## config.mk

```make
export PLATFORM = sky130hd
export DESIGN_NAME = servo_pulse_decoder
export DESIGN_NICKNAME = d
export VERILOG_FILES = /design/src/rtl/servo_pulse_decoder.sv
export SDC_FILE = /design/constraint.sdc
export NUM_CORES = 1
export LEC_CHECK = 0
export CORE_MARGIN = 2
export CORE_UTILIZATION = 48
export CTS_BUF_LIST = sky130_fd_sc_hd__clkbuf_16
export DETAILED_ROUTE_END_ITERATION = 10
export GPL_TIMING_DRIVEN = 0
export HOLD_SLACK_MARGIN = 0.06
export PLACE_DENSITY_LB_ADDON = 0.2
export SETUP_SLACK_MARGIN = 0.2
export SYNTH_ARGS = -nofsm -noshare
export SYNTH_HDL_FRONTEND = slang
export SYNTH_SLANG_ARGS = --single-unit
```

## constraint.sdc

```tcl
create_clock -name clk -period 6.89 [get_ports clk]
set_clock_uncertainty 0.05 [all_clocks]
set_input_delay 1.7225 -clock clk [delete_from_list [all_inputs] [get_ports clk]]
set_output_delay 1.7225 -clock clk [all_outputs]
set_load 0.05 [all_outputs]
```

## src/rtl/servo_pulse_decoder.sv

```systemverilog
// Servo pulse decoder: measures RC-servo pulse high time and maps it to an 8-bit position.
// Optional SERVO_DEC_GLITCH_FILTER_EN adds a 3-sample majority filter ahead of pwm_sync.
module servo_pulse_decoder #(
    parameter int MIN_PULSE = 10000,
    parameter int STEP      = 40,
    parameter int RUNT      = 5000,
    parameter int MAX_PULSE = 25000,
    parameter int TIMEOUT   = 250000
) (
    input  logic       clk,
    input  logic       reset,
    input  logic       pwm_in,
    output logic [7:0] position,
    output logic       sample_stb,
    output logic       valid,
    output logic       error,
    output logic       pwm_sync
);

    localparam int CW = 21;
    localparam logic [CW-1:0] MIN_C    = CW'(MIN_PULSE);
    localparam logic [CW-1:0] RUNT_C   = CW'(RUNT);
    localparam logic [CW-1:0] MAX_C    = CW'(MAX_PULSE);
    localparam logic [CW-1:0] TO_C     = CW'(TIMEOUT);
    localparam logic [CW-1:0] STEP_M1  = CW'(STEP - 1);
    // Low cycles needed in WAIT_LOW; longer than the input pipeline so that
    // the zeros left in the flops by reset are never taken as a real low.
    localparam logic [CW-1:0] SETTLE   = CW'(8);

    typedef enum logic [1:0] {WAIT_LOW, LOW, HIGH, STUCK} state_t;

    logic sync1, sync2;
    logic lvl, lvl_d, rise;

    state_t        state, state_n;
    logic [CW-1:0] width, width_n, width_inc;
    logic [CW-1:0] presc, presc_n;
    logic [CW-1:0] frame, frame_n;
    logic [7:0]    acc, acc_n, pos_n;
    logic          stb_n, err_n, valid_n;

    // Two-flop synchroniser for the asynchronous pin
    always_ff @(posedge clk) begin
        if (reset) begin
            sync1 <= 1'b0;
            sync2 <= 1'b0;
        end else begin
            sync1 <= pwm_in;
            sync2 <= sync1;
        end
    end

`ifdef SERVO_DEC_GLITCH_FILTER_EN
    logic f1, f2, filt;

    // Majority of three consecutive samples rejects single-cycle glitches
    always_ff @(posedge clk) begin
        if (reset) begin
            f1   <= 1'b0;
            f2   <= 1'b0;
            filt <= 1'b0;
        end else begin
            f1   <= sync2;
            f2   <= f1;
            filt <= (sync2 & f1) | (sync2 & f2) | (f1 & f2);
        end
    end

    assign pwm_sync = filt;
`else
    assign pwm_sync = sync2;
`endif

    // Registered level and its delayed copy for edge detection
    always_ff @(posedge clk) begin
        if (reset) begin
            lvl   <= 1'b0;
            lvl_d <= 1'b0;
        end else begin
            lvl   <= pwm_sync;
            lvl_d <= lvl;
        end
    end

    assign rise      = lvl & ~lvl_d;
    assign width_inc = (width == '1) ? width : width + 1'b1;

    // State, counters and output registers
    always_ff @(posedge clk) begin
        if (reset) begin
            state      <= WAIT_LOW;
            width      <= '0;
            presc      <= '0;
            frame      <= '0;
            acc        <= '0;
            position   <= '0;
            sample_stb <= 1'b0;
            error      <= 1'b0;
            valid      <= 1'b0;
        end else begin
            state      <= state_n;
            width      <= width_n;
            presc      <= presc_n;
            frame      <= frame_n;
            acc        <= acc_n;
            position   <= pos_n;
            sample_stb <= stb_n;
            error      <= err_n;
            valid      <= valid_n;
        end
    end

    // Next-state, measurement and frame-timeout logic
    always_comb begin
        state_n = state;
        width_n = width;
        presc_n = presc;
        acc_n   = acc;
        pos_n   = position;
        stb_n   = 1'b0;
        err_n   = 1'b0;
        valid_n = valid;
        frame_n = frame;

        if (rise) begin
            frame_n = '0;
        end else begin
            if (frame != '1) begin
                frame_n = frame + 1'b1;
            end
            if (frame_n >= TO_C) begin
                valid_n = 1'b0;
            end
        end

        unique case (state)
            WAIT_LOW: begin
                if (lvl) begin
                    width_n = '0;
                end else begin
                    width_n = width_inc;
                    if (width_inc >= SETTLE) begin
                        state_n = LOW;
                    end
                end
            end
            LOW: begin
                if (rise) begin
                    // The rising-edge cycle is the first high cycle
                    state_n = HIGH;
                    width_n = CW'(1);
                    presc_n = '0;
                    acc_n   = '0;
                end
            end
            HIGH: begin
                if (!lvl) begin
                    if (width >= RUNT_C && width <= MAX_C) begin
                        pos_n   = acc;
                        stb_n   = 1'b1;
                        valid_n = 1'b1;
                    end else begin
                        err_n = 1'b1;
                    end
                    state_n = LOW;
                end else begin
                    width_n = width_inc;
                    if (width_inc > MAX_C) begin
                        err_n   = 1'b1;
                        state_n = STUCK;
                    end else if (width_inc > MIN_C) begin
                        if (presc == STEP_M1) begin
                            presc_n = '0;
                            if (acc != 8'hFF) begin
                                acc_n = acc + 1'b1;
                            end
                        end else begin
                            presc_n = presc + 1'b1;
                        end
                    end
                end
            end
            STUCK: begin
                if (!lvl) begin
                    state_n = LOW;
                end
            end
            default: state_n = WAIT_LOW;
        endcase
    end

endmodule

```

==> out/metrics.csv <==
stage,metric,value,unit
clock_network,Post CTS Setup Buffer Count,0,
synthesis,mapped cell area,5202,um2
power,Sw Pwr,0.3409,mW
drt,DRT antenna net count,0,
cells_and_area,most frequent cells in the layout,"89 x nor2_1, 88 x dfxtp_1, 52 x nand2_1",
power,Int Pwr,0.8544,mW
placement,number of port buffers,14,
cells_and_area,post-route cell area,5806,um2
clock_network,Root Buffer,clkbuf_16,
hold_path,Hold Crit Class,register to register,
clock_network,Worst-path clk slew,0.06,ns
placement,dpl hpwl,9.203,mm
grt,grt total ovfl,0,
cells_and_area,core occupancy in the finished layout,54.27,%
synthesis,Mapped Cells,676,
cells_and_area,Layout fillers,1006,
sta,Rel. slew slack,52.56,%
grt,initial antenna violation count,0,
cells_and_area,layout cells sized above 1,6.809,%
floorplanning,row count,38,
clock_network,post-CTS sizing,0,
synthesis,Main synth FF type,dfxtp_1,
clock_network,Clock Latency Late Sink,0.36,ns
floorplanning,I/O Pins,15,
floorplanning,Die X,108.1,um
sta,unrepaired setup endpoints after global routing,false,
sta,setup TNS,0,ns
power,switch share,28.52,%
grt,largest net degree at the start of global routing,15,
power,P_leak,2.063,nW
worst_setup_path,CP top delay family,compound AO/OA/AOI/OAI gates,
synthesis,syn_nets,690,
worst_setup_path,CP max-delay cell,a211oi_2,
sta,setup violators final,0,
worst_setup_path,crit path capture type,register,
clock_network,H-tree depth,3,
worst_setup_path,Worst Setup SP,width[1]$_SDFFE_PP0P_,
worst_setup_path,Worst setup SP type,register,
cells_and_area,NumNets Final,715,
power,sequential power share,44.6,%
floorplanning,DIE AREA,11690,um2
cells_and_area,"commonest non-fill, non-tap cell in the layout",nor2_1,
drt,DR iter-0 viols,381,
clock_network,total CTS buffers,9,
drt,drt wl/cell,15.44,um
sta,final worst path period share,56.76,%
synthesis,Netlist cell types,68,
floorplanning,core area,10700,um2
floorplanning,Die H,108.1,um
worst_setup_path,Worst Reg-to-Reg Cells,12,
sta,Least-Margin Pin Slew,0.7116,ns
status,status,finished clean,
worst_setup_path,"Arr. time, crit path",4.11,ns
power,worst vdd ir,0.1451,mV
worst_setup_path,r2r startpoint,width[1]$_SDFFE_PP0P_,
clock_network,hold buffer count at CTS,0,
power,clock network fraction of design power,40.8,%
worst_setup_path,R2R setup slack,2.98,ns
synthesis,Seq cells post-synth,88,
hold_path,hold_sp,sync1$_SDFF_PP0_,
drt,drt drc,0,
synthesis,sequential cell area fraction in the yosys report,33.86,%
worst_setup_path,r2r endpoint,presc[4]$_SDFFE_PP0P_,
power,Comb pwr share,14.6,%
worst_setup_path,"Critical Path, Cell by Cell",ha_1 > buf_2 > nand3_2 > nor4_1 > nand2_1 > xor2_1 > a211oi_1 > a221oi_4 > a211oi_2 > clkbuf_1 > o21ai_0 > o41ai_1,
drt,DRT Pass-1 Iters,5,
sta,FMAX,255.7,MHz
cells_and_area,ANT cells,0,
synthesis,post-synthesis average cell area,7.696,um2
worst_setup_path,Worst Path Buf+Inv,2,
clock_network,CTS Buffer Depth,2,
worst_setup_path,CP max stage delay,0.53,ns
grt,vias in the first global route,4676,
drt,vias per cell,5.903,
drt,Post-Route WL,13.04,mm
sta,Final Hold Violating Endpoints,0,
grt,first-pass GRT wire length,22.02,mm
synthesis,Syn. warnings,0,
worst_setup_path,Worst setup endpoint,presc[4]$_SDFFE_PP0P_,
sta,Tmin final,3.911,ns
worst_setup_path,CP required,7.09,ns
floorplanning,Initial Utilization,48.63,%
sta,max-slew violations,0,
worst_setup_path,WP depth,12,
placement,Post-DP Area,5518,um2
power,pwr/cell area,205.9,nW/um2
drt,via count,4988,
synthesis,Post-synth EDFFs,0,
grt,gr usage total,23.57,%
flow_run,number of max-cap violations,0,
clock_network,CTS Sinks,88,
worst_setup_path,worst setup path category,register to register,
cells_and_area,synthesis-to-layout area growth,11.59,%
clock_network,CTS tree,yes,
worst_setup_path,CP Max Fanout,10,
synthesis,share of async-settable or async-resettable flops after synthesis,0,%
placement,GPL Wtd Cong,0.9254,
## per-layer routing
metal / global-route usage (%) / wire length, um
met5: 0 / 0
met4: 12.27 / 364
met3: 3.556 / 573
met2: 36.75 / 5782
met1: 31.53 / 6323
## cells by family after synthesis
group                      share of synthesized area, %
adders and majority gates                         2.645
and+or+nand+nor                                   31.55
xor gates and xnor gates                          5.387
AOI/OAI and AO/OA                                 19.77
DFF                                               33.86
muxes                                            0.9620
buffers and inverters                             5.820
## synth_stat cells (3+ instances only)
cell type | n | share of area (%)
a211oi_1 | 5 | 0.72
a21o_1 | 6 | 0.87
a21oi_1 | 40 | 3.8
a22oi_1 | 3 | 0.43
a31oi_1 | 5 | 0.60
a41oi_1 | 3 | 0.51
and2_1 | 5 | 0.60
and3_1 | 17 | 2.0
and4_1 | 8 | 1.3
buf_2 | 14 | 1.3
buf_4 | 3 | 0.43
clkbuf_1 | 27 | 1.9
dfxtp_1 | 88 | 34
ha_1 | 11 | 2.6
inv_1 | 23 | 1.7
mux2i_1 | 5 | 0.96
nand2_1 | 52 | 3.8
nand2b_1 | 9 | 1.1
nand3_1 | 44 | 4.2
nand3b_1 | 4 | 0.58
nand4_1 | 14 | 1.7
nand4b_1 | 4 | 0.67
nor2_1 | 89 | 6.4
nor2b_1 | 13 | 1.6
nor3_1 | 12 | 1.2
nor3b_1 | 4 | 0.58
nor4_1 | 10 | 1.2
o21a_1 | 4 | 0.58
o21ai_0 | 39 | 3.8
o22a_1 | 3 | 0.51
o311ai_1 | 5 | 0.84
o31ai_1 | 13 | 1.9
or2_2 | 6 | 0.72
or3_1 | 7 | 0.84
or4_1 | 8 | 1.2
xnor2_1 | 15 | 2.5
xor2_1 | 17 | 2.9
## cell type report
| cell class | instances | area, um2 | share of cell area, % |
|---|---|---|---|
| Sequential cell | 88 | 1762 | 30.34 |
| Clock inverter | 6 | 62.56 | 1.078 |
| Inverter | 23 | 86.33 | 1.487 |
| Timing Repair Buffer | 14 | 140.1 | 2.414 |
| Buffer | 46 | 216.5 | 3.728 |
| Multi-Input combinational cell | 519 | 3138 | 54.05 |
| Clock buffer | 9 | 225.2 | 3.879 |
| Tap cell | 140 | 175.2 | 3.017 |
## metrics by stage
step | cells | total power, mW | hold slack [ns] | worst slack [ns]
after detailed placement | 830 | 0.7138 | 0.3772 | 2.650
after global placement | 830 | 0.7114 | 0.3767 | 2.701
after floorplan | 676 | 0.6659 | 0.3638 | 3.774
final | 845 | 1.195 | 0.3887 | 2.979
after CTS | 845 | 1.202 | 0.3968 | 3.011
after global routing | 845 | 1.247 | 0.4096 | 2.581
## worst reg2reg max path, stage by stage (launching register included)
cell and delay (ns):
dfxtp_1 0.45, ha_1 0.18, buf_2 0.21, nand3_2 0.21
nor4_1 0.46, nand2_1 0.17, xor2_1 0.22, a211oi_1 0.42
a221oi_4 0.18, a211oi_2 0.53, clkbuf_1 0.44, o21ai_0 0.20
o41ai_1 0.09
## state kept, by name, summed over array words and instances (netlist names)
signal	flops
frame	21
presc	21
width	21
acc	8
position	8
state	2
error	1
lvl	1
lvl_d	1
pwm_sync	1
sample_stb	1
sync1	1
valid	1
## worst min path at each step
stage          cells after the start                  end
6_report                           1  pwm_sync$_SDFF_PP0_
5_1_grt                            1  pwm_sync$_SDFF_PP0_
4_1_cts                            1  pwm_sync$_SDFF_PP0_
3_3_place_gp                       1  pwm_sync$_SDFF_PP0_
3_5_place_dp                       1  pwm_sync$_SDFF_PP0_
2_1_floorplan                      1  pwm_sync$_SDFF_PP0_
## power groups by stage
stage,clock [mW],sequential [mW],combinational (mW)
6_report,0.488,0.533,0.174
5_1_grt,0.516,0.535,0.196
4_1_cts,0.499,0.533,0.170
3_5_place_dp,0,0.544,0.169
3_3_place_gp,0,0.544,0.168
2_1_floorplan,0,0.542,0.124
(Power assumes the default switching activity.)
